`src/rtl/enc_link_scheduler.sv`:
```
// Link-layer sequencer for an 8b/10b encoder: comma sync, round-robin sharing of
// the encoder between two byte requesters, periodic commas and error-driven resync.
module enc_link_scheduler #(
    parameter int SYNC_LEN     = 4,
    parameter int COMMA_PERIOD = 8,
    parameter int ERR_LIMIT    = 3
) (
    input  logic       clk,
    input  logic       rst,
    input  logic       link_en,
    input  logic       req0_valid,
    input  logic [7:0] req0_data,
    input  logic       req0_k,
    output logic       req0_ready,
    input  logic       req1_valid,
    input  logic [7:0] req1_data,
    input  logic       req1_k,
    output logic       req1_ready,
    input  logic       dec_invalid,
    output logic [7:0] enc_data,
    output logic       enc_k,
    output logic       enc_enb,
    output logic       link_up,
    output logic [1:0] state
);

    localparam int SYNC_W  = (SYNC_LEN > 1) ? $clog2(SYNC_LEN) : 1;
    localparam int COMMA_W = $clog2(COMMA_PERIOD);
    localparam int ERR_W   = $clog2(ERR_LIMIT + 1);

    localparam logic [SYNC_W-1:0]  SYNC_LAST  = SYNC_W'(SYNC_LEN - 1);
    localparam logic [COMMA_W-1:0] COMMA_LAST = COMMA_W'(COMMA_PERIOD - 1);
    localparam logic [ERR_W-1:0]   ERR_MAX    = ERR_W'(ERR_LIMIT);
    localparam logic [7:0]         K28_5      = 8'hBC;

    typedef enum logic [1:0] {
        ST_OFF  = 2'b00,
        ST_SYNC = 2'b01,
        ST_RUN  = 2'b10
    } state_t;

    state_t             state_reg, state_next;
    logic [SYNC_W-1:0]  sync_cnt_reg, sync_cnt_next;
    logic [COMMA_W-1:0] comma_cnt_reg, comma_cnt_next;
    logic [ERR_W-1:0]   err_cnt_reg, err_cnt_next;
    logic               ptr_reg, ptr_next;
    logic [7:0]         enc_data_reg, enc_data_next;
    logic               enc_k_reg, enc_k_next;
    logic               enc_enb_reg, enc_enb_next;
    logic               link_up_reg, link_up_next;

    logic [1:0] valid_vec;
    logic [7:0] data_vec [2];
    logic [1:0] k_vec;
    logic [1:0] grant;
    logic       slot_open;
    logic       sel_idx;
    logic [7:0] sel_data;
    logic       sel_k;
    logic       go_sync;

    // Requester ports folded into indexable vectors so arbitration is index-based.
    for (genvar gi = 0; gi < 2; gi++) begin : g_req
        if (gi == 0) begin : g_r0
            assign valid_vec[gi] = req0_valid;
            assign data_vec[gi]  = req0_data;
            assign k_vec[gi]     = req0_k;
        end else begin : g_r1
            assign valid_vec[gi] = req1_valid;
            assign data_vec[gi]  = req1_data;
            assign k_vec[gi]     = req1_k;
        end
    end

    // A data slot exists only in a healthy, enabled RUN cycle that is not a comma slot.
    assign slot_open = (state_reg == ST_RUN) && link_en &&
                       (err_cnt_reg != ERR_MAX) && (comma_cnt_reg != COMMA_LAST);

    // ptr_reg = 1 means requester 1 wins the next tie.
    always_comb begin
        grant = 2'b00;
        if (slot_open) begin
            case (valid_vec)
                2'b01:   grant = 2'b01;
                2'b10:   grant = 2'b10;
                2'b11:   grant = ptr_reg ? 2'b10 : 2'b01;
                default: grant = 2'b00;
            endcase
        end
    end

    assign sel_idx    = grant[1];
    assign sel_data   = data_vec[sel_idx];
    assign sel_k      = k_vec[sel_idx];
    assign req0_ready = grant[0];
    assign req1_ready = grant[1];

    always_comb begin
        state_next     = state_reg;
        sync_cnt_next  = sync_cnt_reg;
        comma_cnt_next = comma_cnt_reg;
        err_cnt_next   = err_cnt_reg;
        ptr_next       = ptr_reg;
        enc_data_next  = 8'h00;
        enc_k_next     = 1'b0;
        enc_enb_next   = 1'b0;
        link_up_next   = 1'b0;
        go_sync        = 1'b0;

        case (state_reg)
            ST_OFF: begin
                sync_cnt_next  = '0;
                comma_cnt_next = '0;
                err_cnt_next   = '0;
                if (link_en) begin
                    go_sync = 1'b1;
                end
            end

            ST_SYNC: begin
                if (!link_en) begin
                    state_next = ST_OFF;
                end else if (sync_cnt_reg == SYNC_LAST) begin
                    // First RUN character is an idle comma; no byte could be accepted yet.
                    state_next    = ST_RUN;
                    enc_data_next = K28_5;
                    enc_k_next    = 1'b1;
                    enc_enb_next  = 1'b1;
                    link_up_next  = 1'b1;
                end else begin
                    sync_cnt_next = sync_cnt_reg + SYNC_W'(1);
                    enc_data_next = K28_5;
                    enc_k_next    = 1'b1;
                    enc_enb_next  = 1'b1;
                end
            end

            ST_RUN: begin
                if (!link_en) begin
                    state_next = ST_OFF;
                end else if (err_cnt_reg == ERR_MAX) begin
                    go_sync = 1'b1;
                end else begin
                    link_up_next = 1'b1;
                    enc_enb_next = 1'b1;
                    err_cnt_next = dec_invalid ? (err_cnt_reg + ERR_W'(1)) : '0;
                    if (comma_cnt_reg == COMMA_LAST) begin
                        comma_cnt_next = '0;
                        enc_data_next  = K28_5;
                        enc_k_next     = 1'b1;
                    end else begin
                        comma_cnt_next = comma_cnt_reg + COMMA_W'(1);
                        if (grant != 2'b00) begin
                            enc_data_next = sel_data;
                            enc_k_next    = sel_k;
                            ptr_next      = grant[0];
                        end else begin
                            enc_data_next = K28_5;
                            enc_k_next    = 1'b1;
                        end
                    end
                end
            end

            default: begin
                state_next = ST_OFF;
            end
        endcase

        if (go_sync) begin
            state_next     = ST_SYNC;
            sync_cnt_next  = '0;
            comma_cnt_next = '0;
            err_cnt_next   = '0;
            enc_data_next  = K28_5;
            enc_k_next     = 1'b1;
            enc_enb_next   = 1'b1;
            link_up_next   = 1'b0;
        end
    end

    always_ff @(posedge clk or negedge rst) begin
        if (!rst) begin
            state_reg     <= ST_OFF;
            sync_cnt_reg  <= '0;
            comma_cnt_reg <= '0;
            err_cnt_reg   <= '0;
            ptr_reg       <= 1'b0;
            enc_data_reg  <= 8'h00;
            enc_k_reg     <= 1'b0;
            enc_enb_reg   <= 1'b0;
            link_up_reg   <= 1'b0;
        end else begin
            state_reg     <= state_next;
            sync_cnt_reg  <= sync_cnt_next;
            comma_cnt_reg <= comma_cnt_next;
            err_cnt_reg   <= err_cnt_next;
            ptr_reg       <= ptr_next;
            enc_data_reg  <= enc_data_next;
            enc_k_reg     <= enc_k_next;
            enc_enb_reg   <= enc_enb_next;
            link_up_reg   <= link_up_next;
        end
    end

    assign enc_data = enc_data_reg;
    assign enc_k    = enc_k_reg;
    assign enc_enb  = enc_enb_reg;
    assign link_up  = link_up_reg;
    assign state    = state_reg;

endmodule

```
`config.mk`:
```
export PLATFORM = sky130hd
export DESIGN_NAME = enc_link_scheduler
export DESIGN_NICKNAME = d
export VERILOG_FILES = /design/src/rtl/enc_link_scheduler.sv
export SDC_FILE = /design/constraint.sdc
export NUM_CORES = 1
export LEC_CHECK = 0
export ABC_AREA = 0
export BUFFER_PORTS_ARGS = -buffer_cell sky130_fd_sc_hd__buf_2
export CAP_MARGIN = 0
export CORE_AREA = 2 2 56 58
export CTS_CLUSTER_DIAMETER = 200
export DETAILED_ROUTE_END_ITERATION = 7
export DIE_AREA = 0 0 58 60
export GPL_TIMING_DRIVEN = 0
export PLACE_DENSITY = 0.71
export SKIP_LAST_GASP = 1
export SYNTH_ARGS = -nofsm -noshare
export SYNTH_HDL_FRONTEND = slang
export SYNTH_SLANG_ARGS = --single-unit
```
`constraint.sdc`:
```
create_clock -name clk -period 1.7 [get_ports clk]
set_clock_uncertainty 0.2 [all_clocks]
set_input_delay 0 -clock clk [delete_from_list [all_inputs] [get_ports clk]]
set_output_delay 0 -clock clk [all_outputs]
set_load 0.05 [all_outputs]
```
* Yosys cells after proc, flatten, opt, wreduce, memory -nomap -nowiden
Index checks and enable logic that the tools add are counted.
** Word-level totals
- Bits in registers :: 21
- Latch bits :: 0
- Bits in writable memories :: 0
- Bits in read-only memories :: 0
- Output and inout port bits :: 15
- Logic and storage cells :: 97
- Memories :: 0
** Cells by class
- Add/subtract/negate cells :: 3
- Multipliers :: 0
- Divide/modulo/power cells :: 0
- Magnitude comparators :: 2
- Equality and inequality tests :: 17
- Shift operators :: 0
- Multiplexer cells :: 52
- Bitwise gates (word level) :: 3
- Reduce and logical (&&, ||, !) cells :: 11
** Operators by type and width (number)
- 8-bit 2-to-1 mux :: 9
- 2-bit 2-to-1 mux :: 13
- 3-bit != test, second input constant :: 6
- 1-bit 2-to-1 mux :: 16
- 8-bit case mux with 2 select lines :: 1
- 3-bit 2-to-1 mux :: 4
- 2-bit case mux with 3 select lines :: 2
- 2-bit == test, second input constant :: 5
- 3-bit AND reduction :: 3
- 1-bit case mux with 2 select lines :: 4
- 2-bit case mux with 2 select lines :: 2
- 3-bit case mux with 2 select lines :: 1
- 3-bit nonzero test :: 2
- 5-bit AND reduction :: 1
- 2-bit by 1-bit adder with 2-bit output, second input constant :: 2
- 2-bit by 1-bit == test with 1-bit output, second input constant :: 2
- 2-bit != test, second input constant :: 2
- 4-bit != test, second input constant :: 1
- 3-bit by 1-bit adder with 3-bit output, second input constant :: 1
- 3-bit == test, second input constant :: 1
- 1-bit logical AND :: 3
- 2-bit >= comparator, second input constant :: 1
- 2-bit zero test :: 1
- 1-bit by 2-bit less-than comparator with 1-bit output, second input constant :: 1
- other kinds (3) :: 4

* Longest topological paths before layout
- Depth in word-level cells :: 15
- Gate-level depth with buffers :: 6
- Mapped depth without buffers :: 5

* Worst setup path before layout
Ideal clock, no wire load.
- Path type :: reg2out
- From :: register state_reg[1] (netlist: state[1])
- To :: output port req1_ready
- Arrival :: 2344 ps
- Data required time :: 1500 ps
- Setup slack :: -844 ps
- Stages on the path, launching flop included :: 4
- Path buffers :: 0
- Cell sequence :: dfrtp_1 > ha_1 > nand4bb_2 > nor3_1
** On the way
- Word-level cells in the longest chain between the ends :: 5
** RTL lines
- from (decl) :: RTL line 42 : state_t state_reg, state_next;
- from (signal assigned) :: RTL line 194 : state_reg <= state_next;
- 2-bit == test :: RTL line 76 : assign slot_open = (state_reg == ST_RUN) && link_en &&
- 1-bit logical AND (2 in series) :: RTL line 76
- 1-bit logical AND :: RTL line 77 : (err_cnt_reg != ERR_MAX) && (comma_cnt_reg != COMMA_LAST);
- 2-bit 2-to-1 mux :: RTL line 82 : if (slot_open) begin
- to (decl) :: RTL line 18 : output logic req1_ready,
No other way between the ends.

* Final worst setup path
- From :: register comma_cnt_reg[1]
- To :: register enc_data_reg[3] (netlist: enc_data[3])
** On the way
- Word-level cells in the longest chain between the ends :: 13
- Elaborated cells on any way between the ends :: 15
- Classes of those cells :: 2 x eq/ne; 10 x mux; 1 x bitwise; 2 x reduce/logical
** RTL lines
- from (decl) :: RTL line 44 : logic [COMMA_W-1:0] comma_cnt_reg, comma_cnt_next;
- from (signal assigned) :: RTL line 196 : comma_cnt_reg <= comma_cnt_next;
- 3-bit != test :: RTL line 77
- 1-bit logical AND :: RTL line 77
- 2-bit 2-to-1 mux :: RTL line 82
- 1-bit NOT with 2-bit output (implied by the code) :: RTL line 93 : assign sel_data = data_vec[sel_idx];
- 8-bit 2-to-1 mux (implied by the code) (3 in series) :: RTL line 93
- 8-bit 2-to-1 mux :: RTL line 153 : if (grant != 2'b00) begin
- 8-bit 2-to-1 mux * :: RTL line 147 : if (comma_cnt_reg == COMMA_LAST) begin
- 8-bit 2-to-1 mux * :: RTL line 141 : end else if (err_cnt_reg == ERR_MAX) begin
- 8-bit 2-to-1 mux * :: RTL line 139 : if (!link_en) begin
- 8-bit case mux with 2 select lines * :: RTL line 110 : case (state_reg)
- 8-bit 2-to-1 mux * :: RTL line 170 : if (go_sync) begin
- net enc_data_next[3] :: RTL line 47 : logic [7:0] enc_data_reg, enc_data_next;
- to (signal assigned) :: RTL line 199 : enc_data_reg <= enc_data_next;
- to (decl) :: RTL line 47
The timed path passes the listed nets; every way through them passes the cells marked *. The select of a mux whose other input is x is not followed.
A chain may end at the register's enable or synchronous reset.

==> summary.txt <==
Floorplan
  • I/O pins: 39
  • Area of the die: 3480 um2
  • Die W: 58 um
  • Initial Utilization: 42.1%
  • CORE AREA: 2900 um2
  • Num rows: 20
  • Die Y: 60 um

Worst setup path
  • Setup Crit Path Kind: flip-flop to flip-flop
  • CP startpoint: comma_cnt_reg[1]
  • Setup crit start kind: flip-flop
  • Critical Path End Type: flip-flop
  • Crit path largest cell delay: 0.42 ns
  • CP delay by family, top: compound AO/OA/AOI/OAI gates
  • CP Buf/Inv Count: 0
  • CP Cell Sequence: ha_2 -> ha_4 -> nand4bb_4 -> a211oi_4 -> a311oi_1
  • CP max FO: 6
  • Crit path required time: 1.67 ns
  • Data arrival, critical path: 1.95 ns
  • Critical-path top delay cell: dfrtp_1
  • RR Startpoint: comma_cnt_reg[1]

Power
  • Net Sw Frac: 46.6%
  • Leakage: 0.907 nW
  • Psw: 0.000993 W
  • Int Pwr: 0.00114 W
  • Worst VDD drop: 0.911 mV
  • Combinational share of power: 56.8%
  • Power per cell area: 1040 nW/um2
  • Sequential share of power: 31.4%
  • Clock power frac: 11.8%

Timing
  • Max-slew violation count: 0
  • Period minus WS final: 1.98 ns
  • Final-report setup violation count: 13
  • Max Freq: 0.505 GHz
  • RSZ-0062 raised after global routing: true
  • Period utilization: 116%
  • Fin. Hold Viols: 0
  • Worst Tran Pin Value: 0.506 ns
  • Setup slack after layout: -0.280 ns
  • Relative slew margins: 66.3%

Clocking
  • Root Buffer Master: clkbuf_4
  • Depth of the CTS H-tree: 1
  • Clock sink count: 21
  • Worst-path clk slew: 0.13 ns
  • CTS tree: built
  • Skew-Pair Late Insertion Delay: 0.31 ns
  • Clk buf depth: 2
  • TritonCTS Buffers: 3

Placed design
  • Placed Cells incl. Taps: 192
  • Post-DP HPWL: 2.16 mm
  • Worst slack, placed: -0.261 ns
  • I/O Buffers: 38
  • Final RePlAce weighted congestion: 0.893

Worst hold path
  • Hold WC Path Type: input port to flip-flop
  • HP Start: req0_valid

Yosys
  • Yosys warnings: 0
  • Synth Area per Inst: 10.1 um2
  • Post-Syn Instances: 121
  • Syn Std Cell Area: 1220 um2
  • Seq/Total Area, Yosys: 43.0%
  • Post-synth EDFFs: 0
  • Post-synth ARST share: 100%
  • Seq cells post-synth: 21
  • Synth Net Count: 152
  • Distinct cells, synth: 41
  • Synth Flop Type: dfrtp_1

Detailed routing
  • Via Count: 1,311
  • Post-route ant nets: 0
  • DRC Markers: 0
  • DR pass1 iterations: 4
  • Starting DRT DRC Count: 45
  • WL/cell: 16.3 um
  • Vias per cell: 5.58
  • Final wirelength: 3.82 mm

Run
  • Max-cap violations: 0

Outcome
  • Failing checks: setup timing
  • Status: finished, violations left

Finish
  • Fill cells: 193
  • Final non-filler cell total: 235
  • Diode count: 0
  • Seq. cell area: 528 um2
  • Share of cells above drive strength 1: 46.0%
  • Final nets: 234
  • Area of the multi-input gates: 821 um2
  • Max reg flops: 8
  • Area delta synth->final: 68.2%

Global routing
  • Vias in the first global route: 1,253
  • Total GRT Usage: 21.0%
  • Largest net degree at the start of global routing: 22
  • Total overflow reported by the global router: 0
  • Initial antenna violation count: 0
  • First-pass GRT wire length: 5.58 mm
-- timing repair --
action / in CTS / in global routing
pin swaps: 12 / 7
hold buffers: 24 / 1
endpoints found under the setup margin: 19 / 19
resized for setup: 23 / 9
cloned: 0 / 0
buffers inserted: 7 / 7
hold endpoints to repair: 35 / 1
-- stage by stage --
stage / total power, W / setup TNS [ns] / instance area [um2] / utilization [%] / hold slack [ns]
3_5_place_dp: 0.00167 / -2.50 / 1520 / 52.2 / -0.215
5_1_grt: 0.00226 / -3.92 / 2050 / 70.8 / 0.0593
3_3_place_gp: 0.00166 / -1.91 / 1520 / 52.2 / -0.225
2_1_floorplan: 0.00144 / -1.59 / 1280 / - / -0.496
4_1_cts: 0.00200 / -1.70 / 1940 / 66.9 / 0.0437
6_report: 0.00213 / -2.94 / 2050 / 70.8 / 0.0533
-- cells by family (layout without fill, tap and decap cells) --
| logic type | Yosys count | count (layout) | synth area share (%) |
|---|---|---|---|
| multiplexers | 1 | 1 | 0.820 |
| flip-flops | 21 | 21 | 43.0 |
| adder cells (fa/ha/maj) | 7 | 7 | 7.17 |
| AO/OA/AOI/OAI | 44 | 44 | 25.9 |
| buffers and inverters | 12 | 93 | 4.82 |
| AND/OR/NAND/NOR | 36 | 36 | 18.2 |
-- cell usage in the layout, fill, tap and decap left out, drive strengths merged, types with 5 or more instances in the layout --
cell type    instances
buf                 57
dlygate4sd3         25
dfrtp               21
a21oi               14
nand3                8
o21ai                8
ha                   7
a311oi               6
nand2                6
nor2b                5
inv                  5
-- cell usage after synthesis (all sizes together), types with 3 or more instances --
library cell  count  share of area [%]
a21o              3                1.8
dfrtp            21                 43
inv               5                1.5
nor2              3                1.1
a311oi            6                4.3
nand3             8                3.3
a211oi            3                2.9
o31ai             3                1.8
o21ai             8                3.3
buf               5                2.7
nand4             3                1.5
nor2b             5                2.6
ha                7                7.2
a21oi            14                6.4
nand2             6                1.8
-- power by group through the flow --
stage | registers [W] | logic [W] | clock network, W
after floorplan | 0.000944 | 0.000499 | 0
after global placement | 0.000669 | 0.000987 | 0
after detailed placement | 0.000675 | 0.000999 | 0
after CTS | 0.000665 | 0.00108 | 0.000252
after global routing | 0.000679 | 0.00130 | 0.000288
final | 0.000670 | 0.00121 | 0.000251
-- worst reg2reg max path, cell delays in order (launching register included) --
cell       delay [ns]
dfrtp_1          0.42
ha_2             0.20
ha_4             0.16
nand4bb_4        0.30
a211oi_4         0.39
a311oi_1         0.17
-- final cells by class --
cell class,instances,share of cell area (%)
flip-flops and latches,21,25.7
inverters,6,1.22
clock inverters,1,0.244
repair buffers,77,27.7
plain buffers,6,2.07
multi-input cells,88,40.0
well taps,33,2.01
clock buffers,3,1.10
-- final timing paths --
path | endpoint | slack (ns) | cells past startpoint
setup / recovery | enc_data[3] | -0.28 | 5
min in group asynchronous | enc_data[6] | 0.51 | 3
setup reg to reg | enc_data[3] | -0.28 | 5
hold reg to reg | err_cnt_reg[1] | 0.32 | 2
max in group asynchronous | state[0] | 0.43 | 3
hold / removal | enc_data[6] | 0.05 | 3
-- routing by layer --
layer	GRT usage, %	vias to the layer above	part of all wire, %
met1	24.6	620	39
li1	-	624	-
met4	8.64	0	2.4
met3	4.11	10	7.0
met5	0	-	0
met2	37.5	57	52
Power figures use the tool's default switching activity.
